### src/rtl/demux1to4_reg_if.sv
// demux1to4_reg_if: producer-side stream plus four consumer channels for the registered 1-to-4 demux
interface demux1to4_reg_if #(
    parameter int WIDTH = 32,
    parameter int CNT_W = 8
);
    logic [WIDTH-1:0]   in_data;
    logic [1:0]         in_sel;
    logic               in_valid;
    logic               in_ready;
    logic [4*WIDTH-1:0] out_data;
    logic [3:0]         out_valid;
    logic [3:0]         out_ready;
    logic [4*CNT_W-1:0] out_count;

    modport master (
        output in_data, in_sel, in_valid, out_ready,
        input  in_ready, out_data, out_valid, out_count
    );

    modport slave (
        input  in_data, in_sel, in_valid, out_ready,
        output in_ready, out_data, out_valid, out_count
    );
endinterface

### src/rtl/demux1to4_reg.sv
// demux1to4_reg: steers one input stream to four one-entry channel registers with per-channel delivery counters
module demux1to4_reg #(
    parameter int WIDTH = 32,
    parameter int CNT_W = 8
) (
    input logic           clk,
    input logic           rst,
    demux1to4_reg_if.slave bus
);
    logic       rdy;
    logic [3:0] ld;
    logic [3:0] dr;

    // A channel can take a word when empty or draining this cycle; only the selected channel gates the input
    always_comb begin
        rdy          = ~bus.out_valid[bus.in_sel] | bus.out_ready[bus.in_sel];
        bus.in_ready = rdy;
        ld           = (bus.in_valid && rdy) ? 4'(1) << bus.in_sel : 4'b0000;
        dr           = bus.out_valid & bus.out_ready;
    end

    // Per-channel holding register: load on accept, count on drain, valid survives a same-edge drain+load
    always_ff @(posedge clk) begin
        if (rst) begin
            bus.out_valid <= '0;
            bus.out_data  <= '0;
            bus.out_count <= '0;
        end else begin
            bus.out_valid <= ld | (bus.out_valid & ~bus.out_ready);
            for (int n = 0; n < 4; n++) begin
                if (ld[n])
                    bus.out_data[n*WIDTH +: WIDTH] <= bus.in_data;
                if (dr[n])
                    bus.out_count[n*CNT_W +: CNT_W] <= bus.out_count[n*CNT_W +: CNT_W] + CNT_W'(1);
            end
        end
    end
endmodule
### src/flat_wrapper.sv
// flat-port wrapper written by rule: the top's interface ports become plain ports
module demux1to4_reg_flat 
#(
    parameter int WIDTH = 32,
    parameter int CNT_W = 8
)
  (clk, rst, bus_in_data, bus_in_sel, bus_in_valid, bus_out_ready, bus_in_ready, bus_out_data, bus_out_valid, bus_out_count);
  demux1to4_reg_if #(.WIDTH(WIDTH), .CNT_W(CNT_W)) bus_i ();
  input logic clk;
  input logic rst;
  input wire logic [$bits(bus_i.in_data)-1:0] bus_in_data;
  input wire logic [$bits(bus_i.in_sel)-1:0] bus_in_sel;
  input wire logic [$bits(bus_i.in_valid)-1:0] bus_in_valid;
  input wire logic [$bits(bus_i.out_ready)-1:0] bus_out_ready;
  output wire logic [$bits(bus_i.in_ready)-1:0] bus_in_ready;
  output wire logic [$bits(bus_i.out_data)-1:0] bus_out_data;
  output wire logic [$bits(bus_i.out_valid)-1:0] bus_out_valid;
  output wire logic [$bits(bus_i.out_count)-1:0] bus_out_count;
  assign bus_i.in_data = bus_in_data;
  assign bus_i.in_sel = bus_in_sel;
  assign bus_i.in_valid = bus_in_valid;
  assign bus_i.out_ready = bus_out_ready;
  assign bus_in_ready = bus_i.in_ready;
  assign bus_out_data = bus_i.out_data;
  assign bus_out_valid = bus_i.out_valid;
  assign bus_out_count = bus_i.out_count;
  demux1to4_reg #(.WIDTH(WIDTH), .CNT_W(CNT_W)) u_core (.clk(clk), .rst(rst), .bus(bus_i));
endmodule
### config.mk
export PLATFORM = sky130hd
export DESIGN_NAME = demux1to4_reg_flat
export DESIGN_NICKNAME = d
export VERILOG_FILES = /design/src/rtl/demux1to4_reg_if.sv /design/src/rtl/demux1to4_reg.sv /design/src/flat_wrapper.sv
export SDC_FILE = /design/constraint.sdc
export NUM_CORES = 1
export LEC_CHECK = 0
export ABC_AREA = 1
export CORE_MARGIN = 2
export CORE_UTILIZATION = 45
export CTS_CLUSTER_DIAMETER = 40
export DETAILED_ROUTE_END_ITERATION = 16
export PLACE_DENSITY = 0.84
export SLEW_MARGIN = 20
export SYNTH_ARGS = -nofsm -noshare
export SYNTH_HDL_FRONTEND = slang
export SYNTH_SLANG_ARGS = --single-unit
### constraint.sdc
create_clock -name clk -period 2.3 [get_ports clk]
set_input_delay 0.345 -clock clk [delete_from_list [all_inputs] [get_ports clk]]
set_output_delay 0.345 -clock clk [all_outputs]
set_load 0.01 [all_outputs]
==> key figures, run 1 <==
Detailed routing
  • Post-route DRC violation count: 0
  • M1 wire length: 9420 um
  • Post-DRT Antenna Nets: 0
  • Iteration-0 DRC Markers: 581
  • Wire per inst: 13.8 um
  • Met3 wire length: 1660 um
  • DR vias/cell: 4.78
  • Top sig layer: met4
  • Met2 WL: 11,100 um
  • Routed WL: 22,900 um
  • DRT Pass-1 Iters: 5
  • Vias post-DR: 7,949

Worst setup path
  • Reg2Reg Setup Slack: 0.51 ns
  • Critical Path RT: 1.96 ns
  • CP Capture Type: primary output
  • Critical path arrival: 1.78 ns
  • Setup CP Type: in -> out
  • CP startpoint kind: input pin
  • Worst-path fanout max: 6

Logic synthesis
  • Post-synthesis sequential area ratio: 0.411
  • Synthesized area per cell: 6.44 um^2
  • Syn Inst Count: 1,240
  • Ys Warns: 0
  • Mapped Area: 7990 um^2
  • FF+latch count, synth: 164
  • Syn Nets: 1,285
  • Synth unique cells: 27

Place
  • GPL Wtd Cong: 0.850
  • DP HPWL: 15,900 um
  • IO buf count: 205

Cells and area
  • Area growth, synth to finish: 37.1%
  • Nets: 1,471
  • Commonest non-fill, non-tap cell in the layout: nand2_1
  • Layout cell share with drive strength beyond 1: 0.0917
  • Final core utilization: 0.631
  • Number of diodes: 0
  • Commonest non-fill, non-tap cells in the layout: 314 x nand2_1, 269 x inv_1, 203 x clkdlybuf4s50_1

STA
  • Fmax: 0.471 GHz
  • Fin crit period: 2.13 ns
  • RSZ-0062 raised after global routing: false
  • Final Cycle Share: 0.924
  • Final Hold Viols: 0
  • Setup Skew: 0.0132 ns
  • Count of final max-slew check failures: 0
  • Worst-margin pin slew: 0.494 ns
  • Final setup violation count: 0
  • Slew headroom: 0.671
  • Hold Slack: 0.480 ns

Job
  • # Max-Cap Violations: 0

Power
  • Power Dens Cells: 655 nW/um^2
  • Leakage: 5.21 nW
  • Peak supply drop: 545 uV
  • Power Total: 0.00717 W

CTS
  • CTS tree: done
  • Worst-skew pair later-pin latency: 0.44 ns
  • Setup repair bufs after CTS: 0
  • Bufs on Longest Clock Path: 2
  • Root Buffer: clkbuf_16
  • CTS sink count: 164
  • Clock buffer count from CTS: 17
  • H-tree levels: 4
  • Clock transition at path regs: 0.07 ns

Global routing
  • First-pass GRT wire length: 36,100 um
  • Vias in the first global route: 7,268
  • Gr ovfl total: 0
  • Initial antenna violation count: 0
  • Largest net degree at the start of global routing: 68
  • Overall routing resource usage: 0.245

Die
  • I/O pin cnt: 206
  • Initial Util: 0.460
  • Die X: 137 um
  • Core area: 17,400 um^2
  • Core Rows: 48
  • Die Y: 137 um
  • Die area: 18,800 um^2

Hold path
  • Hold WC Path Type: in -> reg

Status
  • Status: finished clean
==> area by class of cell <==
| type | instances | area (um^2) |
|---|---|---|
| Fill cell | 1505 | 6400 |
| Clock buffer | 19 | 443 |
| Clock inverter | 13 | 173 |
| Multi-Input combinational cell | 677 | 3100 |
| Timing Repair Buffer | 239 | 2440 |
| Inverter | 327 | 1230 |
| Sequential cell | 164 | 3280 |
| Tap cell | 225 | 282 |
==> synth_stat cells <==
cell        n  area share
clkinv_1    4      0.0019
nor2_4      1      0.0014
nand3_2     4      0.0050
nand3_1     9      0.0056
clkbuf_1   30       0.014
dfxtp_1   164        0.41
inv_2      54       0.025
and3_1      1     0.00078
nand2_2     2      0.0016
buf_2      12      0.0075
buf_4       4      0.0038
a31o_1      3      0.0033
nand3_4     1      0.0022
ha_1        4      0.0063
nor2_8      1      0.0025
xor2_1      1      0.0011
buf_1      13      0.0061
inv_1     269        0.13
nor3_1      5      0.0031
buf_6      13       0.018
nand2_8     1      0.0025
nand4_1   132        0.10
nand2_1   314        0.15
a21oi_1    18       0.011
nor3b_1     4      0.0038
nor2_1    164       0.077
o21ai_1    12      0.0075
==> repair_timing <==
action / CTS / global route
setup endpoints to repair: 1 / 1
resized for setup: 1 / 1
hold buffers: 0 / 0
gates cloned: 0 / 0
==> layer usage <==
layer	vias up	global-route usage
met2	280	0.418
met1	3553	0.291
li1	4072	-
met4	0	0.110
met3	44	0.0592
met5	-	0
==> flip-flops by register name, indices dropped and copies added, names as in the netlist <==
signal,flops
u_core.bus.out_count,32
u_core.bus.out_valid,4
u_core.bus.out_data,128
==> final timing paths <==
path,startpoint,end,cells after the start
setup reg to reg,u_core.bus.out_valid[3],u_core.bus.out_data[75],10
hold / removal,bus_in_valid,u_core.bus.out_data[127],4
hold reg to reg,u_core.bus.out_count[10],u_core.bus.out_count[10],2
setup / recovery,bus_in_sel[0],bus_in_ready,8
==> logic make-up (layout without fill, tap and decap cells) <==
family	after synthesis	after routing	share of synthesized area
xor+xnor	1	1	0.00110
buf+inv	399	598	0.203
flops	164	164	0.411
compound gates	33	33	0.0221
fa+ha+maj	4	4	0.00626
simple gates	639	639	0.356
==> report_power, final <==
part / internal [W] / switching [W] / total, W
clock: 0.00176 / 0.00125 / 0.00301
sequential: 0.00297 / 0.0000802 / 0.00305
combinational: 0.000506 / 0.000608 / 0.00111
total: 0.00523 / 0.00194 / 0.00717
==> worst max-delay path: stages <==
cell and delay (ns):
clkdlybuf4s50_1 0.50, buf_4 0.18, nand2_1 0.07, nand2_1 0.09
nand2_1 0.08, nand2_2 0.12, nand2_8 0.05, dlygate4sd2_1 0.34
==> stage by stage <==
stage               TNS, ns  cells  setup slack (ns)  instance area [um^2]
global placement      -6.91   1632            -0.122                 10300
finish                    0   1664             0.175                 11000
floorplan                 0   1240             0.810                  7990
detailed placement   -11.79   1632            -0.208                 10300
global route              0   1664             0.122                 11000
CTS                       0   1664             0.170                 10900
(Power assumes the default switching activity.)
==> run 2: changes to the inputs <==
PLACE_DENSITY = 0.79   (was 0.84)
==> key figures, run 2 (synthesis results as in run 1) <==
CTS
  • Clock transition at path regs: 0.07 ns (about the same)
  • CTS sink count: 164 (unchanged)
  • Root Buffer: clkbuf_16
  • H-tree levels: 4 (unchanged)
  • Clock buffer count from CTS: 17 (unchanged)
  • Bufs on Longest Clock Path: 2 (unchanged)
  • Hold buffer count at cts: 0 (unchanged)
  • CTS tree: done
  • Worst-skew pair later-pin latency: 0.43 ns (about the same)

Hold path
  • Hold Path End: u_core.bus.out_count[26]
  • Worst hold stages: 2 (-2)
  • Hold WC Path Type: reg -> reg
  • HP Start: u_core.bus.out_count[26]

Worst setup path
  • CP Capture Type: primary output
  • Reg2Reg Setup Slack: 0.72 ns (+0.21 ns)
  • Crit Reg-Reg Endpoint: u_core.bus.out_data[90]
  • WP buf/inv: 4 (+1)
  • CP startpoint kind: input pin
  • Largest stage delay on the critical path: 0.46 ns (-0.04 ns)
  • Reg2Reg Launch Point: u_core.bus.out_valid[3]
  • Worst-path fanout max: 7 (+1)
  • Setup CP Type: in -> out
  • Worst-path cell chain: clkdlybuf4s50_1 -> buf_4 -> inv_2 -> nand3_1 -> nand2_1 -> nor2_4 -> nand2_8 -> dlymetal6s2s_1
  • Delay-heaviest family, CP: buffers and inverters
  • Cell count of the worst reg-to-reg path: 11 (+1)
  • Critical Path RT: 1.96 ns (about the same)
  • Slowest cell on the critical path: clkdlybuf4s50_1
  • Critical path arrival: 1.63 ns (-0.15 ns)

Detailed routing
  • Post-DRT Antenna Nets: 0 (unchanged)
  • Routed WL: 22,300 um (-2.8%)
  • DRT Pass-1 Iters: 5 (unchanged)
  • Vias post-DR: 7,876 (-0.92%)
  • Iteration-0 DRC Markers: 501 (-14%)
  • Wire per inst: 13.4 um (-3.0%)
  • DR vias/cell: 4.72 (-1.1%)
  • Post-route DRC violation count: 0 (unchanged)

STA
  • Slew headroom: 0.619 (-0.0515)
  • Final Hold Viols: 0 (unchanged)
  • Count of final max-slew check failures: 0 (unchanged)
  • Fmax: 0.505 GHz (+7.3%)
  • Final setup violation count: 0 (unchanged)
  • Final Cycle Share: 0.861 (-0.0632)
  • Final WS setup: 0.320 ns (+0.145 ns)
  • Worst-margin pin slew: 0.571 ns (+0.0773 ns)
  • Setup Skew: 0.00703 ns (-0.00619 ns)
  • RSZ-0062 raised after global routing: false
  • TNS Setup: 0 ns (unchanged)
  • Fin crit period: 1.98 ns (-0.145 ns)

Global routing
  • Gr busiest metal: met2
  • Vias in the first global route: 7,207 (-0.84%)
  • First-pass GRT wire length: 35,100 um (-2.7%)
  • Largest net degree at the start of global routing: 48 (-29%)
  • Met1 Track Usage GR: 0.278 (-0.0127)
  • GR Layer Usage met3: 0.0670 (+0.00773)
  • Met2 Use GR: 0.415 (-0.00276)
  • Overall routing resource usage: 0.238 (-0.00719)
  • Initial antenna violation count: 0 (unchanged)
  • Gr ovfl total: 0 (unchanged)

Place
  • GPL Wtd Cong: 0.823 (-3.2%)
  • DP HPWL: 15,600 um (-2.0%)
  • Dpl ws: 0.0251 ns (+0.233 ns)
  • IO buf count: 205 (unchanged)

Cells and area
  • Commonest non-fill, non-tap cells in the layout: 314 x nand2_1, 269 x inv_1, 203 x clkdlybuf4s50_1
  • Area growth, synth to finish: 37.0% (about the same)
  • Commonest non-fill, non-tap cell in the layout: nand2_1
  • Nets: 1,474 (+0.20%)
  • Number of diodes: 0 (unchanged)
  • Reg with most FFs: u_core.bus.out_data
  • Final core utilization: 0.631 (about the same)
  • Number of flip-flops in the largest register: 128 (unchanged)
  • Top flop regs: u_core.bus.out_data x128, u_core.bus.out_count x32, u_core.bus.out_valid x4
  • Layout cell share with drive strength beyond 1: 0.0943 (+0.00258)

Die
  • Initial Util: 0.460 (unchanged)
  • Die X: 137 um (unchanged)
  • Core Rows: 48 (unchanged)
  • Die Y: 137 um (unchanged)
  • I/O pin cnt: 206 (unchanged)
  • Core area: 17,400 um^2 (unchanged)
  • Die area: 18,800 um^2 (unchanged)

Power
  • Power Dens Cells: 651 nW/um^2 (-0.59%)
  • Leakage: 5.20 nW (-0.12%)
  • Peak supply drop: 522 uV (-4.4%)

Job
  • # Max-Cap Violations: 0 (unchanged)

Status
  • Status: finished clean
-- run 2: area by class of cell --
type	instances	area, um^2
tap	225	282
timing repair buffer	242	2440
inverter	327	1230
sequential	164	3280
clock buffer	18	439
clock inverter	14	174
fill	1515	6410
multi-input combinational	677	3100
-- run 2: where the power goes --
part           internal [W]  switching, W
Sequential          0.00297     0.0000767
Clock               0.00175       0.00123
Combinational      0.000504      0.000602
Total               0.00522       0.00191
-- run 2: worst register-to-register path, delay by kind of cell (launching register included) --
| kind | cells | cell delay (ns) |
|---|---|---|
| AND/OR/NAND/NOR | 8 | 0.61 |
| buffers and inverters | 3 | 0.46 |
| flip-flops | 1 | 0.41 |
-- run 2: how the worst max path moves through the flow --
stage | from | to | slack [ns] | cells after the start
after floorplan | bus_in_sel[1] | u_core.bus.out_data[100] | 0.81 | 11
after global placement | bus_in_sel[1] | bus_in_ready | 0.04 | 8
after detailed placement | bus_in_sel[1] | bus_in_ready | 0.03 | 8
after CTS | bus_in_sel[1] | bus_in_ready | 0.005 | 8
after global routing | bus_in_sel[1] | bus_in_ready | 0.27 | 8
final | bus_in_sel[1] | bus_in_ready | 0.32 | 8
-- run 2: repair_timing --
action                     in CTS  in global routing
buffers inserted                0                  0
resized for setup               0                  1
setup endpoints to repair       0                  1
-- run 2: stage by stage --
stage               std cells  cell area [um^2]  total power [W]  hold WS [ns]
floorplan                1240              7990          0.00371         0.421
global placement         1635             10300          0.00419         0.461
detailed placement       1635             10300          0.00421         0.468
CTS                      1667             10900          0.00718         0.482
global route             1667             10900          0.00745         0.510
finish                   1667             10900          0.00713         0.484
-- run 2: layer usage --
metal,part of all wire,vias up
met5,0,-
met4,0.022,0
met3,0.070,34
met2,0.48,234
met1,0.42,3523
li1,-,4085
